## config.mk

```make
export PLATFORM = sky130hd
export DESIGN_NAME = neuron_mac_seq
export DESIGN_NICKNAME = d
export VERILOG_FILES = /design/src/rtl/neuron_mac_seq.sv
export SDC_FILE = /design/constraint.sdc
export NUM_CORES = 1
export LEC_CHECK = 0
export CAP_MARGIN = 20
export CORE_ASPECT_RATIO = 1.2
export CORE_UTILIZATION = 30
export CTS_BUF_LIST = sky130_fd_sc_hd__clkbuf_2 sky130_fd_sc_hd__clkbuf_4 sky130_fd_sc_hd__clkbuf_8
export DETAILED_ROUTE_END_ITERATION = 12
export HOLD_SLACK_MARGIN = 0.08
export MAX_ROUTING_LAYER = met4
export PLACE_DENSITY = 0.55
export SLEW_MARGIN = 20
export SYNTH_ARGS = -nofsm -noshare
export SYNTH_HDL_FRONTEND = slang
export SYNTH_SLANG_ARGS = --single-unit
export TNS_END_PERCENT = 1
```

## constraint.sdc

```tcl
create_clock -name clk -period 12.1 [get_ports clk]
set_input_delay 1.21 -clock clk [delete_from_list [all_inputs] [get_ports clk]]
set_output_delay 1.21 -clock clk [all_outputs]
set_load 0.005 [all_outputs]
```

## src/rtl/neuron_mac_seq.sv

```systemverilog
// Single serial neuron: saturating multiply-accumulate over N_INPUTS activations on top of a bias,
// then a selectable activation, with valid/ready streams on both sides and per-address weight load.
module neuron_mac_seq #(
    parameter int unsigned N_INPUTS  = 4,
    parameter int unsigned BIT_SIZE  = 16,
    parameter int unsigned FRAC_BITS = 8
) (
    input  logic                        clk,
    input  logic                        rst,
    input  logic                        w_we,
    input  logic [$clog2(N_INPUTS)-1:0] w_addr,
    input  logic [BIT_SIZE-1:0]         w_data,
    input  logic [BIT_SIZE-1:0]         bias,
    input  logic [1:0]                  act_mode,
    input  logic                        x_valid,
    output logic                        x_ready,
    input  logic [BIT_SIZE-1:0]         x_data,
    output logic                        y_valid,
    input  logic                        y_ready,
    output logic [BIT_SIZE-1:0]         y_data,
    output logic                        busy
);
    localparam int unsigned AW = $clog2(N_INPUTS);
    localparam int unsigned PW = 2 * BIT_SIZE;
    localparam logic signed [PW-1:0] MAX_V = {{(BIT_SIZE+1){1'b0}}, {(BIT_SIZE-1){1'b1}}};
    localparam logic signed [PW-1:0] MIN_V = {{(BIT_SIZE+1){1'b1}}, {(BIT_SIZE-1){1'b0}}};

    typedef enum logic [1:0] {IDLE, ACC, ACT, OUT} state_t;

    state_t                     state, state_d;
    logic signed [BIT_SIZE-1:0] w_mem [N_INPUTS];
    logic signed [BIT_SIZE-1:0] acc, acc_d;
    logic [AW-1:0]              count, count_d;
    logic [1:0]                 mode, mode_d;
    logic                       y_valid_d;
    logic [BIT_SIZE-1:0]        y_data_d;

    logic                       accept_c;
    logic                       w_wr_c;
    logic [AW-1:0]              w_idx_c;
    logic signed [BIT_SIZE-1:0] w_sel_c;
    logic signed [PW-1:0]       x_ext_c, w_ext_c, full_c;
    logic signed [BIT_SIZE-1:0] prod_c, base_c, sum_c, act_c;

    // Clamp a wide signed value into the BIT_SIZE two's-complement range.
    function automatic logic signed [BIT_SIZE-1:0] sat(input logic signed [PW-1:0] v);
        if (v > MAX_V) return BIT_SIZE'(MAX_V);
        if (v < MIN_V) return BIT_SIZE'(MIN_V);
        return BIT_SIZE'(v);
    endfunction

    assign x_ready  = !rst && ((state == IDLE) || (state == ACC));
    assign accept_c = x_valid && x_ready;
    assign w_wr_c   = w_we && (state == IDLE) && !x_valid && (32'(w_addr) < N_INPUTS);

    // Product path: full-width signed multiply, floor shift back to Q format, clamp.
    assign w_idx_c = (state == IDLE) ? '0 : count;
    assign w_sel_c = w_mem[w_idx_c];
    assign x_ext_c = {{BIT_SIZE{x_data[BIT_SIZE-1]}}, x_data};
    assign w_ext_c = {{BIT_SIZE{w_sel_c[BIT_SIZE-1]}}, w_sel_c};
    assign full_c  = x_ext_c * w_ext_c;
    assign prod_c  = sat(full_c >>> FRAC_BITS);

    // First accept starts from the bias, later accepts from the running sum.
    assign base_c = (state == IDLE) ? $signed(bias) : acc;
    assign sum_c  = sat({{BIT_SIZE{base_c[BIT_SIZE-1]}}, base_c} + {{BIT_SIZE{prod_c[BIT_SIZE-1]}}, prod_c});

    always_comb begin
        act_c = acc;
        case (mode)
            2'd1:    act_c = acc[BIT_SIZE-1] ? '0 : acc;
            2'd2:    act_c = acc[BIT_SIZE-1] ? (acc >>> 3) : acc;
            default: act_c = acc;
        endcase
    end

    always_comb begin
        state_d   = state;
        acc_d     = acc;
        count_d   = count;
        mode_d    = mode;
        y_valid_d = y_valid;
        y_data_d  = y_data;
        case (state)
            IDLE: if (accept_c) begin
                acc_d   = sum_c;
                count_d = AW'(1);
                mode_d  = act_mode;
                state_d = ACC;
            end
            ACC: if (accept_c) begin
                acc_d   = sum_c;
                count_d = count + AW'(1);
                if (count == AW'(N_INPUTS - 1)) begin
                    count_d = '0;
                    state_d = ACT;
                end
            end
            ACT: begin
                y_data_d  = act_c;
                y_valid_d = 1'b1;
                state_d   = OUT;
            end
            OUT: if (y_ready) begin
                y_valid_d = 1'b0;
                state_d   = IDLE;
            end
            default: state_d = IDLE;
        endcase
    end

    always_ff @(posedge clk or posedge rst) begin
        if (rst) begin
            state   <= IDLE;
            acc     <= '0;
            count   <= '0;
            mode    <= '0;
            y_valid <= 1'b0;
            y_data  <= '0;
            busy    <= 1'b0;
        end else begin
            state   <= state_d;
            acc     <= acc_d;
            count   <= count_d;
            mode    <= mode_d;
            y_valid <= y_valid_d;
            y_data  <= y_data_d;
            busy    <= (state_d != IDLE);
        end
    end

    // Weight store; writes only land while idle with no input offered.
    always_ff @(posedge clk or posedge rst) begin
        if (rst) begin
            for (int i = 0; i < int'(N_INPUTS); i++) w_mem[i] <= '0;
        end else if (w_wr_c) begin
            w_mem[w_addr] <= $signed(w_data);
        end
    end
endmodule
```

==> After elaboration in Yosys (flattened, before gate mapping) <==
Index checks and enable logic that the tools add are counted.
{ "op_classes": {"bitwise_logic": 2, "addsub": 2, "shift": 0, "magnitude_cmp": 7, "n_mux": 36, "n_div": 0, "eq_ne": 9, "n_reduce_logical": 17, "n_mul": 1} }
{ "op_table": {"columns": ["op", "n"], "rows": [
  ["$mux 16", 13],
  ["$bwmux 64", 1],
  ["$bmux 16 s2", 1],
  ["$demux 16 s2", 1],
  ["$mul 16x16->32", 1],
  ["$pmux 16 s2", 1],
  ["$gt 24x16->1 const B", 1],
  ["$lt 24x16->1 const B", 1],
  ["$add 16x16->17", 1],
  ["$gt 17x16->1 const B", 1],
  ["$lt 17x16->1 const B", 1],
  ["$mux 2", 8],
  ["$mux 15", 1],
  ["$eq 2x2->1 const B", 4],
  ["$pmux 2 s4", 1],
  ["$mux 1", 7],
  ["$ge 3x3->1 const B", 2],
  ["$ne 2x2->1 const B", 3],
  ["$not 2->3", 2],
  ["$reduce_and 2->1", 3],
  ["$reduce_bool 2->1", 3],
  ["$logic_and 1x1->1", 5],
  ["$eq 2x1->1 const B", 2],
  ["$pmux 2 s2", 1],
  ["other kinds (8)", 9]
]} }
{ "totals": {"regBits": 104, "out_inout_bits": 19, "mem_bits_ro": 0, "memories": 0, "in_bits": 57, "elab_cells": 85, "mem_bits_rw": 0, "latchBits": 0} }

==> Longest topological paths before layout <==
{ "depth": {"ltp_word": 18, "depth_mapped": 46, "depth_no_buf": 42} }

==> Worst setup path before layout <==
OpenSTA, ideal clock, no wires.
{ "synth_path": {"path_kind": "flip-flop to flip-flop", "from": "register state[0]", "to": "register acc[2]", "synth_period_minus_slack_ps": 11083, "t_required_ps": 11964, "path_buffers": 5, "path_stages_with_launch": 46, "arrival_ps": 10948, "path_slack_ps": 1017, "setup_ps": 136, "cell_sequence": "dfrtp_1 or2_2 clkbuf_1 nand2_1 clkbuf_1 nand2_1 a31oi_1 clkbuf_1 nand2_1 fa_1 inv_1 fa_1 inv_1 fa_1 fa_1 inv_1 fa_1 inv_1 (+10 left out) a21oi_2 nand4_2 o311ai_4 o22ai_1 ha_1 fa_1 a21o_1 a21oi_1 nor2b_1 o21a_1 o41ai_1 o21ai_0 o211ai_1 a21oi_1 o22ai_2 buf_2 maj3_1 o21ai_0"} }
{ "synth_between": {"elab_chain_len": 18, "word_cells_on_any_way": 31, "classes_between": "add/sub: 1; mul: 1; order compare: 4; eq/ne: 1; mux: 17; bitwise: 1; reduce/logical: 6"} }
{ "synth_lines": {"columns": ["element", "line_no", "source"], "rows": [
  ["start: declaration", "30", "state_t state, state_d;"],
  ["start signal: assignment", "122", "state <= state_d;"],
  ["$logic_not 2->1", null, null],
  ["$mux 2", "57", "assign w_idx_c = (state == IDLE) ? '0 : count;"],
  ["$not 2->3 (implied by the code)", "58", "assign w_sel_c = w_mem[w_idx_c];"],
  ["$bmux 16 s2", "58", null],
  ["$mux 16 (implied by the code) (2 in a row)", "58", null],
  ["$mul 16x16->32", "61", "assign full_c = x_ext_c * w_ext_c;"],
  ["$lt 24x16->1", "48", "if (v < MIN_V) return BIT_SIZE'(MIN_V);"],
  ["$mux 1 (2 in a row)", "48", null],
  ["$mux 16", "49", "return BIT_SIZE'(v);"],
  ["$mux 16", "48", null],
  ["$add 16x16->17", "66", "assign sum_c = sat({{BIT_SIZE{base_c[BIT_SIZE-1]}}, base_c} + {{BIT_SIZE{prod_c[BIT_SIZE-1]}}, prod_c});"],
  ["$lt 17x16->1", "48", null],
  ["$mux 1 (2 in a row)", "48", null],
  ["$mux 16", "49", null],
  ["$mux 16", "48", null],
  ["end signal: assignment", "115", "acc <= '0;"],
  ["end signal: assignment", "123", "acc <= acc_d;"],
  ["end: declaration", "32", "logic signed [BIT_SIZE-1:0] acc, acc_d;"]
]} }
Parallel ways exist; a longest one is shown, timed or not. The select of a mux whose other input is x is not followed.
A chain may end at the register's enable or synchronous reset.

==> Worst setup path after layout <==
{ "layout_path": {"from": "register state[1]", "to": "register acc[0]"} }
Same word-level chain as after synthesis.

==> flow_summary.toml <==
[run_status]
outcome = "finished, final reports clean"

[sta]
finClkSkew_ns = 0.02134
slew_violations = 0
fin_ws_ns = 0.9577
fin_hold_ws_ns = 0.4939
rsz0062_at_grt = "false"
max_slew.worst_pin.slew_ns = 1.057
slew_headroom_pct = 29.32
period_share_pct = 92.09
fin_crit_ns = 11.14
setup_tns_ns = 0
finalHoldViolCount = 0
clock.fmax_ghz = 0.08975
final-setup-viol-count = 0

[floorplanning]
die_w_microns = 211.4
core_sq_mm = 0.05169
placementRows = 91
die_area_sq_mm = 0.05354
initial_utilization_pct = 30.54
io-pin-count = 76
die_h_microns = 253.3

[global_routing]
grt_start_max_net_pins = 64
grt_pass1_vias = 12520
grt_pass1_wl_mm = 65.45
grtUsageTotal_pct = 15.67
antenna_found_initial = 0
grt-ovfl-total = 0

[cts]
clk_pin_slew_ns = 0.11
cts_resized = 0
clkSinkCount = 104
cts-htree-levels = 3
insertion_delay_ns = 0.41
cts_hold_buffers = 0
post_cts_buffers = 0
root_buffer = "clkbuf_8"
clock_path_buffers = 2
numCtsBuffers = 9
tritoncts = "yes"

[run]
maxCapViolations = 0

[place]
io_buffers = 75
pre_cts_ws_ns = 0.4787
place_hpwl_mm = 31.61
place_area_sq_mm = 0.01740
gp_congestion = 0.8365

[finish]
syn_to_final_growth_pct = 11.56
drive_above_1_share_pct = 8.589
fillers = 5397
nNetsFinal = 2170
antenna_cells = 0
fin_area_sq_mm = 0.01761

[yosys]
ys_warn_count = 0
synthFlopType = "dfrtp_1"
synth_top_cell_by_area = "fa_1"
synth.most_common_cell = "inv_1"
synth_top_area_share_pct = 33.23
synthDistinctLibCells = 66
syn_area_sq_mm = 0.01579
syn-instance-count = 1702
synth_enable_flop_cells = 0
synth.top_cells.by_count = "inv_1 (311), nand2_1 (266), fa_1 (262), and2_1 (118), dfrtp_1 (104)"
syn_avg_cell_area_sq_um = 9.274
ys_seq_area_share_pct = 16.49
synthArstFlopShare_pct = 100.0
ys_seq_elements = 104
yosys-top-cells-area = "fa_1 (33%), dfrtp_1 (16%), ha_1 (7.8%), inv_1 (7.4%), nand2_1 (6.3%)"
synth_nets = 2119

[detailed_routing]
drt-pass1-iter-count = 5
ant_nets = 0
wl_per_cell_microns = 15.34
drc = 0
vias_per_cell = 4.673
wl_mm = 37.67
first_iter_violations = 424
vias = 11470

[worst_setup_path]
max_stage_delay_ns = 0.58
arrival_ns = 11.38
worstPathRequired_ns = 12.34
critPathMaxFanout = 16
slowest_stage = "dfrtp_1"
worstSetupPathType = "flop to flop"
end_kind = "flop"
worstSetupStartpointType = "flop"
reg2reg_depth = 42
crit_top_cell = "fa_1"

[min_path]
holdCritPathClass = "flop to flop"
worstHoldPathCells = 2
## worst paths after layout
path                        endpoint  startpoint  slack (ns)
max in group asynchronous  w_mem[35]         rst        9.66
setup reg to reg              acc[0]    state[1]        0.96
hold reg to reg              y_valid     y_valid        0.49
setup / recovery              acc[0]    state[1]        0.96
min in group asynchronous   state[1]         rst        1.22
hold / removal               y_valid     y_valid        0.49
## cells in the final DEF (no fill, tap or decap), drive strengths merged, types with 3 or more instances in the layout
cell | netlist | final
a211oi | 18 | 18
a21o | 19 | 19
a21oi | 43 | 43
a31oi | 20 | 20
and2 | 118 | 118
and3 | 7 | 7
buf | 11 | 37
clkbuf | 61 | 9
clkdlybuf4s50 | 0 | 75
clkinv | 0 | 3
dfrtp | 104 | 104
fa | 262 | 262
ha | 98 | 98
inv | 311 | 315
maj3 | 15 | 15
mux2 | 65 | 65
mux2i | 15 | 15
nand2 | 266 | 266
nand2b | 7 | 7
nand3 | 11 | 11
nand3b | 3 | 3
nand4 | 7 | 7
nor2 | 45 | 45
nor2b | 18 | 18
nor3 | 10 | 10
o211ai | 6 | 6
o21a | 4 | 4
o21ai | 49 | 49
o21bai | 8 | 8
o22ai | 17 | 17
or2 | 7 | 7
or3 | 7 | 7
xnor2 | 29 | 29
xor2 | 15 | 15
## logic make-up after synthesis
group                    count (synthesis)  synth area share, %
XOR/XNOR                                44                2.441
multiplexers                            80                5.588
flip-flops                             104                16.49
AO/OA/AOI/OAI                          203                8.759
adder cells (fa/ha/maj)                375                41.95
AND/OR/NAND/NOR                        513                15.44
buffers and inverters                  383                9.337
## metrics by stage
step                utilization (%)  instances
floorplan                         -       1702
CTS                           34.04       2455
detailed placement            33.66       2439
finish                        34.07       2455
global placement              33.66       2439
global route                  34.07       2455
## critical path: cells and delay by family, from the launching register on
family | cells | cell delay (ns)
fa+ha+maj | 10 | 4.31
simple gates | 9 | 1.84
compound gates | 15 | 3.12
buf+inv | 8 | 1.11
flops | 1 | 0.58
## sequential cells by signal, indices dropped and copies added (netlist names)
signal	flops
w_mem	64
acc	16
y_data	16
count	2
mode	2
state	2
busy	1
y_valid	1
## routing by layer
layer  up-vias  GRT usage (%)  routed length, microns
li1       5413              -                       -
met1      5887          20.04                   17100
met2       138          27.20                   19510
met3        34          1.277                     642
met4         0          2.816                     410
met5         -              -                       0
## final cells by class
type | count | area, sq um | share of cell area, %
repair buffers | 112 | 1028 | 5.840
flip-flops and latches | 104 | 2604 | 14.79
clock inverters | 7 | 71.32 | 0.4050
inverters | 311 | 1170 | 6.643
multi-input cells | 1215 | 11740 | 66.67
well taps | 697 | 872.1 | 4.952
clock buffers | 9 | 123.9 | 0.7034
Power is not shown: default switching activity piles up to over one toggle a cycle in this logic, so the estimate is an artifact.
